--- src/rtl/imm_gen_pkg.sv ---
// ============================================================================
// Module      : imm_gen_pkg
// Description : Opcodes, format codes and instruction field positions for the
//               20-bit unicycle core immediate generator.
// Revision    : 1.0 - initial release
// ============================================================================
`default_nettype none

package imm_gen_pkg;

    localparam logic [3:0] OP_RALU   = 4'h0;
    localparam logic [3:0] OP_IALU   = 4'h1;
    localparam logic [3:0] OP_LOAD   = 4'h2;
    localparam logic [3:0] OP_STORE  = 4'h3;
    localparam logic [3:0] OP_BRANCH = 4'h4;
    localparam logic [3:0] OP_LUI    = 4'h5;
    localparam logic [3:0] OP_JAL    = 4'h6;
    localparam logic [3:0] OP_JALR   = 4'h7;

    typedef enum logic [2:0] {
        FMT_R   = 3'd0,
        FMT_I   = 3'd1,
        FMT_S   = 3'd2,
        FMT_B   = 3'd3,
        FMT_U   = 3'd4,
        FMT_J   = 3'd5,
        FMT_ILL = 3'd7
    } fmt_e;

    localparam int OPCODE_LSB = 0;
    localparam int OPCODE_MSB = 3;
    localparam int RD_LSB     = 4;
    localparam int RD_MSB     = 7;
    localparam int RS1_LSB    = 8;
    localparam int RS1_MSB    = 11;
    localparam int RS2_LSB    = 12;
    localparam int RS2_MSB    = 15;
    localparam int IMM_HI_LSB = 16;
    localparam int IMM_HI_MSB = 19;

endpackage

`default_nettype wire

--- src/rtl/imm_fmt_decode.sv ---
// ============================================================================
// Module      : imm_fmt_decode
// Description : Combinational opcode to immediate-format decoder.
// Revision    : 1.0 - initial release
// ============================================================================
`default_nettype none

module imm_fmt_decode
    import imm_gen_pkg::*;
(
    input  logic [3:0] opcode,
    output fmt_e       fmt
);

    always_comb begin
        fmt = FMT_ILL;
        case (opcode)
            OP_RALU:                   fmt = FMT_R;
            OP_IALU, OP_LOAD, OP_JALR: fmt = FMT_I;
            OP_STORE:                  fmt = FMT_S;
            OP_BRANCH:                 fmt = FMT_B;
            OP_LUI:                    fmt = FMT_U;
            OP_JAL:                    fmt = FMT_J;
            default:                   fmt = FMT_ILL;
        endcase
    end

endmodule

`default_nettype wire

--- src/rtl/imm_gen_unit.sv ---
// ============================================================================
// Module      : imm_gen_unit
// Description : Immediate extraction/sign-extension with registered copy of
//               immediate and format. Optional IMM_GEN_ILLEGAL_EN adds a
//               registered illegal-opcode flag (illegal_q).
// Revision    : 1.0 - initial release
// ============================================================================
`default_nettype none

module imm_gen_unit
    import imm_gen_pkg::*;
#(
    parameter int DATA_WIDTH = 20
) (
    input  logic                  clk,
    input  logic                  rst_n,
    input  logic [DATA_WIDTH-1:0] instruction,
    output logic [DATA_WIDTH-1:0] immediate,
    output logic [DATA_WIDTH-1:0] imm_q,
    output logic [2:0]            fmt_q
`ifdef IMM_GEN_ILLEGAL_EN
    ,
    output logic                  illegal_q
`endif
);

    logic [19:0]           w_instr;
    fmt_e                  w_fmt;
    logic [DATA_WIDTH-1:0] w_imm;

    logic signed [7:0]     w_field_i;
    logic signed [7:0]     w_field_s;
    logic signed [8:0]     w_field_b;
    logic signed [19:0]    w_field_u;
    logic signed [12:0]    w_field_j;

    logic [DATA_WIDTH-1:0] r_imm;
    fmt_e                  r_fmt;

    assign w_instr = instruction[19:0];

    // Bits above the 20-bit instruction word carry no information.
    if (DATA_WIDTH > 20) begin : g_upper_unused
        logic w_unused_upper;
        assign w_unused_upper = ^instruction[DATA_WIDTH-1:20];
    end

    imm_fmt_decode u_fmt_decode (
        .opcode (w_instr[OPCODE_MSB:OPCODE_LSB]),
        .fmt    (w_fmt)
    );

    assign w_field_i = w_instr[IMM_HI_MSB:RS2_LSB];
    assign w_field_s = {w_instr[IMM_HI_MSB:IMM_HI_LSB], w_instr[RD_MSB:RD_LSB]};
    assign w_field_b = {w_instr[IMM_HI_MSB:IMM_HI_LSB], w_instr[RD_MSB:RD_LSB], 1'b0};
    assign w_field_u = {w_instr[IMM_HI_MSB:RS1_LSB], 8'h00};
    assign w_field_j = {w_instr[IMM_HI_MSB:RS2_LSB], w_instr[RS1_MSB:RS1_LSB], 1'b0};

    // Size casts of signed fields perform the sign extension to DATA_WIDTH.
    always_comb begin
        w_imm = '0;
        case (w_fmt)
            FMT_I:   w_imm = DATA_WIDTH'(w_field_i);
            FMT_S:   w_imm = DATA_WIDTH'(w_field_s);
            FMT_B:   w_imm = DATA_WIDTH'(w_field_b);
            FMT_U:   w_imm = DATA_WIDTH'(w_field_u);
            FMT_J:   w_imm = DATA_WIDTH'(w_field_j);
            default: w_imm = '0;
        endcase
    end

    assign immediate = w_imm;

    always_ff @(posedge clk or negedge rst_n) begin
        if (!rst_n) begin
            r_imm <= '0;
            r_fmt <= FMT_R;
        end else begin
            r_imm <= w_imm;
            r_fmt <= w_fmt;
        end
    end

    assign imm_q = r_imm;
    assign fmt_q = r_fmt;

`ifdef IMM_GEN_ILLEGAL_EN
    logic r_illegal;

    always_ff @(posedge clk or negedge rst_n) begin
        if (!rst_n) begin
            r_illegal <= 1'b0;
        end else begin
            r_illegal <= (w_fmt == FMT_ILL);
        end
    end

    assign illegal_q = r_illegal;
`endif

endmodule

`default_nettype wire

--- config.mk ---
export PLATFORM = sky130hd
export DESIGN_NAME = imm_gen_unit
export DESIGN_NICKNAME = d
export VERILOG_FILES = /design/src/rtl/imm_gen_pkg.sv /design/src/rtl/imm_fmt_decode.sv /design/src/rtl/imm_gen_unit.sv
export SDC_FILE = /design/constraint.sdc
export NUM_CORES = 1
export LEC_CHECK = 0
export ABC_AREA = 1
export CAP_MARGIN = 5
export CORE_ASPECT_RATIO = 1.25
export CORE_MARGIN = 2
export CORE_UTILIZATION = 37
export CTS_BUF_LIST = sky130_fd_sc_hd__clkbuf_8
export CTS_CLUSTER_DIAMETER = 100
export DETAILED_ROUTE_END_ITERATION = 7
export GPL_TIMING_DRIVEN = 0
export PLACE_DENSITY = 0.82
export SLEW_MARGIN = 15
export SYNTH_ARGS = -nofsm -noshare
export SYNTH_HDL_FRONTEND = slang
export SYNTH_SLANG_ARGS = --single-unit
export TNS_END_PERCENT = 100
--- constraint.sdc ---
create_clock -name clk -period 1.8 [get_ports clk]
set_clock_uncertainty 0.05 [all_clocks]
set_input_delay 0.36 -clock clk [delete_from_list [all_inputs] [get_ports clk]]
set_output_delay 0.36 -clock clk [all_outputs]
set_load 0.005 [all_outputs]
### Yosys cells after proc, flatten, opt, wreduce, memory -nomap -nowiden

Memory sizes are Yosys's and may differ from the RTL's.
Cells that the tools add are included.

| word-level totals | value |
|---|---|
| register bits after elaboration | 23 |
| bits in latches | 0 |
| RAM bits | 0 |
| bits in read-only memories | 24 |
| input port bits | 22 |
| word-level logic and storage cells | 10 |
| memories kept | 1 |

Memory list:

| memory | words | bits a word | read ports | clocked after Yosys merged registers in | wr ports | RTL line | text |
|---|---|---|---|---|---|---|---|
| (no name shown) | 8 | 3 | 1 | 0 | 0 | imm_fmt_decode.sv:17 | `case (opcode)` |

| cells by class | value |
|---|---|
| $add $sub $neg | 0 |
| $mul | 0 |
| div/mod/pow operators | 0 |
| order comparisons | 0 |
| equality and inequality tests | 5 |
| shift-type cells | 0 |
| muxes and demuxes | 2 |
| bitwise operators | 0 |
| reduce and logical (&&, ||, !) cells | 0 |

Operators by type and width:

| operator | count |
|---|---|
| case mux 20 bit (5 select lines) | 1 |
| equality test 3 x 2 -> 1 bit (second input constant) | 2 |
| equality test 3 bit (second input constant) | 2 |
| equality test 3 x 1 -> 1 bit (second input constant) | 1 |
| 2-to-1 mux 3 bit | 1 |

### Longest topological paths before layout

An unclocked memory read counts as a cell.

| logic depth | value |
|---|---|
| word-level depth | 4 |
| gate-level depth with buffers | 10 |
| mapped depth without buffers | 9 |

### Hierarchy

Synthesis repeated with hierarchy kept, for this count alone.

| second synthesis, totals | value |
|---|---|
| cell total of the unflattened synthesis | 139 |
| area, all modules | 1143.6 um2 |

Modules (own cells, without submodules):

| module | times used | cells each | area an instance (um2) | seq. area each (um2) |
|---|---|---|---|---|
| imm_gen_unit | 1 | 123 | 1054.8 | 575.6 |
| imm_fmt_decode | 1 | 16 | 88.8 | 0.0 |

### Least setup slack after synthesis

Ideal clock, no wire load.

| timing path | value |
|---|---|
| path type | input to output |
| start | input port instruction[0] |
| end | output port immediate[10] |
| arrival | 1.414 ns |
| setup slack | -0.024 ns |
| stages on the path | 8 |
| path buffers | 1 |
| path through | inv_1 -> ha_1 -> nand2_4 -> nand2_8 -> inv_2 -> nand3_2 -> buf_4 -> nand4_1 |

| on the way | value |
|---|---|
| longest elaborated chain between the ends | 4 |
| elaborated cells between the ends (all ways) | 8 |
| classes of those cells | eq/ne (5); mux (2); memory (1) |

RTL lines:

| item | RTL line | text |
|---|---|---|
| start, declared | imm_gen_unit.sv:17 | `input logic [DATA_WIDTH-1:0] instruction,` |
| memory read (8 x 3 bit) (*) | -- |  |
| 2-to-1 mux 3 bit (*) | imm_fmt_decode.sv:17 |  |
| equality test 3 bit (tied with other cells) | imm_gen_unit.sv:62 | `case (w_fmt)` |
| case mux 20 bit (5 select lines) (*) | imm_gen_unit.sv:62 |  |
| end, declared | imm_gen_unit.sv:18 | `output logic [DATA_WIDTH-1:0] immediate,` |

Every way passes the cells marked *; elsewhere a longest branch is shown, timed or not.

### Worst setup path in the final report

| timing path | value |
|---|---|
| start | input port instruction[0] |
| end | output port immediate[5] |

Same word-level chain as after synthesis.

==> summary.txt <==
Route
  • DR vias: 1,660
  • Initial DRC count: 78
  • Final wirelength: 5.332 mm
  • Routed len/inst: 17.60 um
  • DRC Markers: 0
  • ANT nets after route: 0
  • Avg Vias per Cell: 5.479
  • DR pass1 iterations: 5

Synthesis
  • Synthesized instance count: 145
  • Most frequent cell after synthesis: nand2_1
  • Synth warn: 0
  • Syn nets: 170
  • Post-synth EDFFs: 0
  • Synth cell count leaders: nand2_1, nand4_1, dfrtp_1
  • Top FF cell, synth: dfrtp_1
  • Synth area leaders: dfrtp_1, nand4_1, nand2_1
  • Number of synthesized register bits: 23
  • Largest area contributor in the netlist: dfrtp_1
  • Post-synth ARST share: 100.0%
  • Yosys top cell area share: 44.40%
  • Synthesized area: 1296 um2
  • Yosys cell types: 21
  • Synthesized area per cell: 8.940 um2
  • Sequential share of the synthesized area: 44.40%

Floorplanning
  • # rows: 24
  • Die H: 70.18 um
  • Die area: 3996 um2
  • Initial Util: 37.87%
  • Core footprint: 3423 um2
  • Die width: 56.94 um
  • Io pins: 65

Setup path
  • Startpoint Class: input port
  • WP data arrival: 1.72 ns
  • Critical path fanouts, max: 6
  • CP required: 1.39 ns
  • Crit path kind: in -> out
  • CP endpoint kind: output pin

Timing
  • Final Max Slew Viols: 0
  • Worst Setup Slack, final: -0.3287 ns
  • Fmax achieved: 469.8 MHz
  • Relative slew slack: 65.75%
  • Final worst path period need: 2.129 ns
  • Actual slew at the worst max-slew pin: 0.5138 ns
  • Setup TNS: -5.328 ns
  • Fin Hold WS: -0.009288 ns
  • Final setup violation count: 20
  • Hold Vio Cnt, Final: 23
  • Tcrit/Tclk final: 118.3%
  • RSZ-0062 raised after global routing: true

Clock tree
  • TritonCTS clock tree: yes
  • CTS Hold Buffers Added: 0
  • Worst-path clk slew: 0.08 ns
  • Clock Tree Buf Depth: 2
  • H-tree lvl count: 1
  • CTS sink cnt: 23
  • CTS root buf: clkbuf_8
  • Cts bufs inserted: 3

Cells and area
  • Final Non-Filler Cells: 303
  • NumNets Final: 290
  • Layout area overhead: 99.81%
  • Share of layout cells above drive strength 1: 52.65%
  • Core Util, Final: 75.66%
  • N_diodes: 0

Global route
  • Vias in the first global route: 1,633
  • Initial antenna violation count: 0
  • Largest net degree at the start of global routing: 24
  • Total GRT Usage: 26.99%
  • GRT overflow: 0
  • First-pass GRT wire length: 8.100 mm

Placement
  • HPWL Detailed: 2.767 mm
  • RD Place Congestion: 0.8893
  • Dpl cells: 248
  • PortBufs: 64

Power
  • Power Total: 1.601 mW
  • VDD IR max: 0.6551 mV
  • Pleak: 1.322 nW
  • Power Density: 618.2 nW/um2

Status
  • Outcome: complete, but fails checks
  • Failing checks: hold timing, setup timing

Job
  • Max cap viols: 0

Min path
  • Worst min-delay path category: in -> async
==> cell usage in the layout (no fill, tap or decap), types with 5 or more instances in the layout <==
master / Yosys / final
buf_2: 1 / 19
buf_4: 1 / 41
buf_6: 4 / 18
clkdlybuf4s50_1: 0 / 38
dfrtp_1: 23 / 23
inv_1: 17 / 13
nand2_1: 31 / 17
nand2_2: 4 / 15
nand3_2: 4 / 13
nand3_4: 1 / 5
nand4_1: 27 / 27
==> registers in the layout (all words and copies together) (netlist names) <==
| name | flops |
|---|---|
| fmt_q | 3 |
| imm_q | 20 |
==> cells by family (layout without fill, tap and decap cells) <==
group                      after synthesis  after routing  synth area share [%]
buffers and inverters                   26            145                 10.23
DFF                                     23             23                 44.40
and+or+nand+nor                         91             91                 41.41
adders and majority gates                3              3                 2.896
AOI/OAI and AO/OA                        2              2                 1.062
==> stage by stage <==
| step | worst slack (ns) | area [um2] | hold WS [ns] |
|---|---|---|---|
| floorplan | 0.005967 | 1299 | 0.01441 |
| global placement | -1.146 | 1988 | 0.8820 |
| detailed placement | -1.204 | 1988 | 0.9155 |
| CTS | -0.2340 | 2456 | 0.5862 |
| global route | -0.3889 | 2590 | 0.03755 |
| finish | -0.3287 | 2590 | -0.009288 |
==> report_power, final <==
part	total [mW]	internal, mW	switching [mW]
Sequential	0.583	0.569	0.0142
Combinational	0.683	0.378	0.306
Clock	0.335	0.153	0.181
==> per-layer routing <==
metal,vias up,GRT usage (%),part of all wire (%)
li1,729,-,-
met1,786,28.23,33
met2,111,47.89,54
met3,34,4.815,7.7
met4,0,17.83,5.3
met5,-,0,0
==> cell type report <==
type | instances | area (um2)
Sequential cell | 23 | 575.6
Clock inverter | 1 | 3.754
Tap cell | 39 | 48.80
Inverter | 20 | 92.59
Timing Repair Buffer | 115 | 988.4
Buffer | 6 | 67.56
Fill cell | 217 | 833.3
Multi-Input combinational cell | 96 | 772.0
Clock buffer | 3 | 41.29
==> how the worst max path moves through the flow <==
stage	slack, ns	to	cells after the start	start
6_report	-0.33	immediate[5]	12	instruction[0]
5_1_grt	-0.39	immediate[6]	12	instruction[0]
4_1_cts	-0.23	immediate[7]	12	instruction[1]
3_5_place_dp	-1.20	immediate[16]	10	instruction[0]
3_3_place_gp	-1.15	immediate[10]	10	instruction[0]
2_1_floorplan	0.006	immediate[10]	8	instruction[0]
==> what timing repair did <==
item,in CTS,in global routing
setup endpoints to repair,39,20
setup buffers,40,9
resized for setup,149,21
pin swaps,37,31
cloned,2,0
==> worst max-delay path, cell delays in order <==
cell     delay, ns
buf_8         0.09
inv_4         0.03
ha_4          0.25
nand2_4       0.11
nand2_8       0.09
buf_6         0.14
nor2_8        0.16
nand2_2       0.08
nand2_4       0.10
nand2_1       0.09
nand2_2       0.10
buf_6         0.10
No activity file was read; power rests on OpenSTA's default activity.
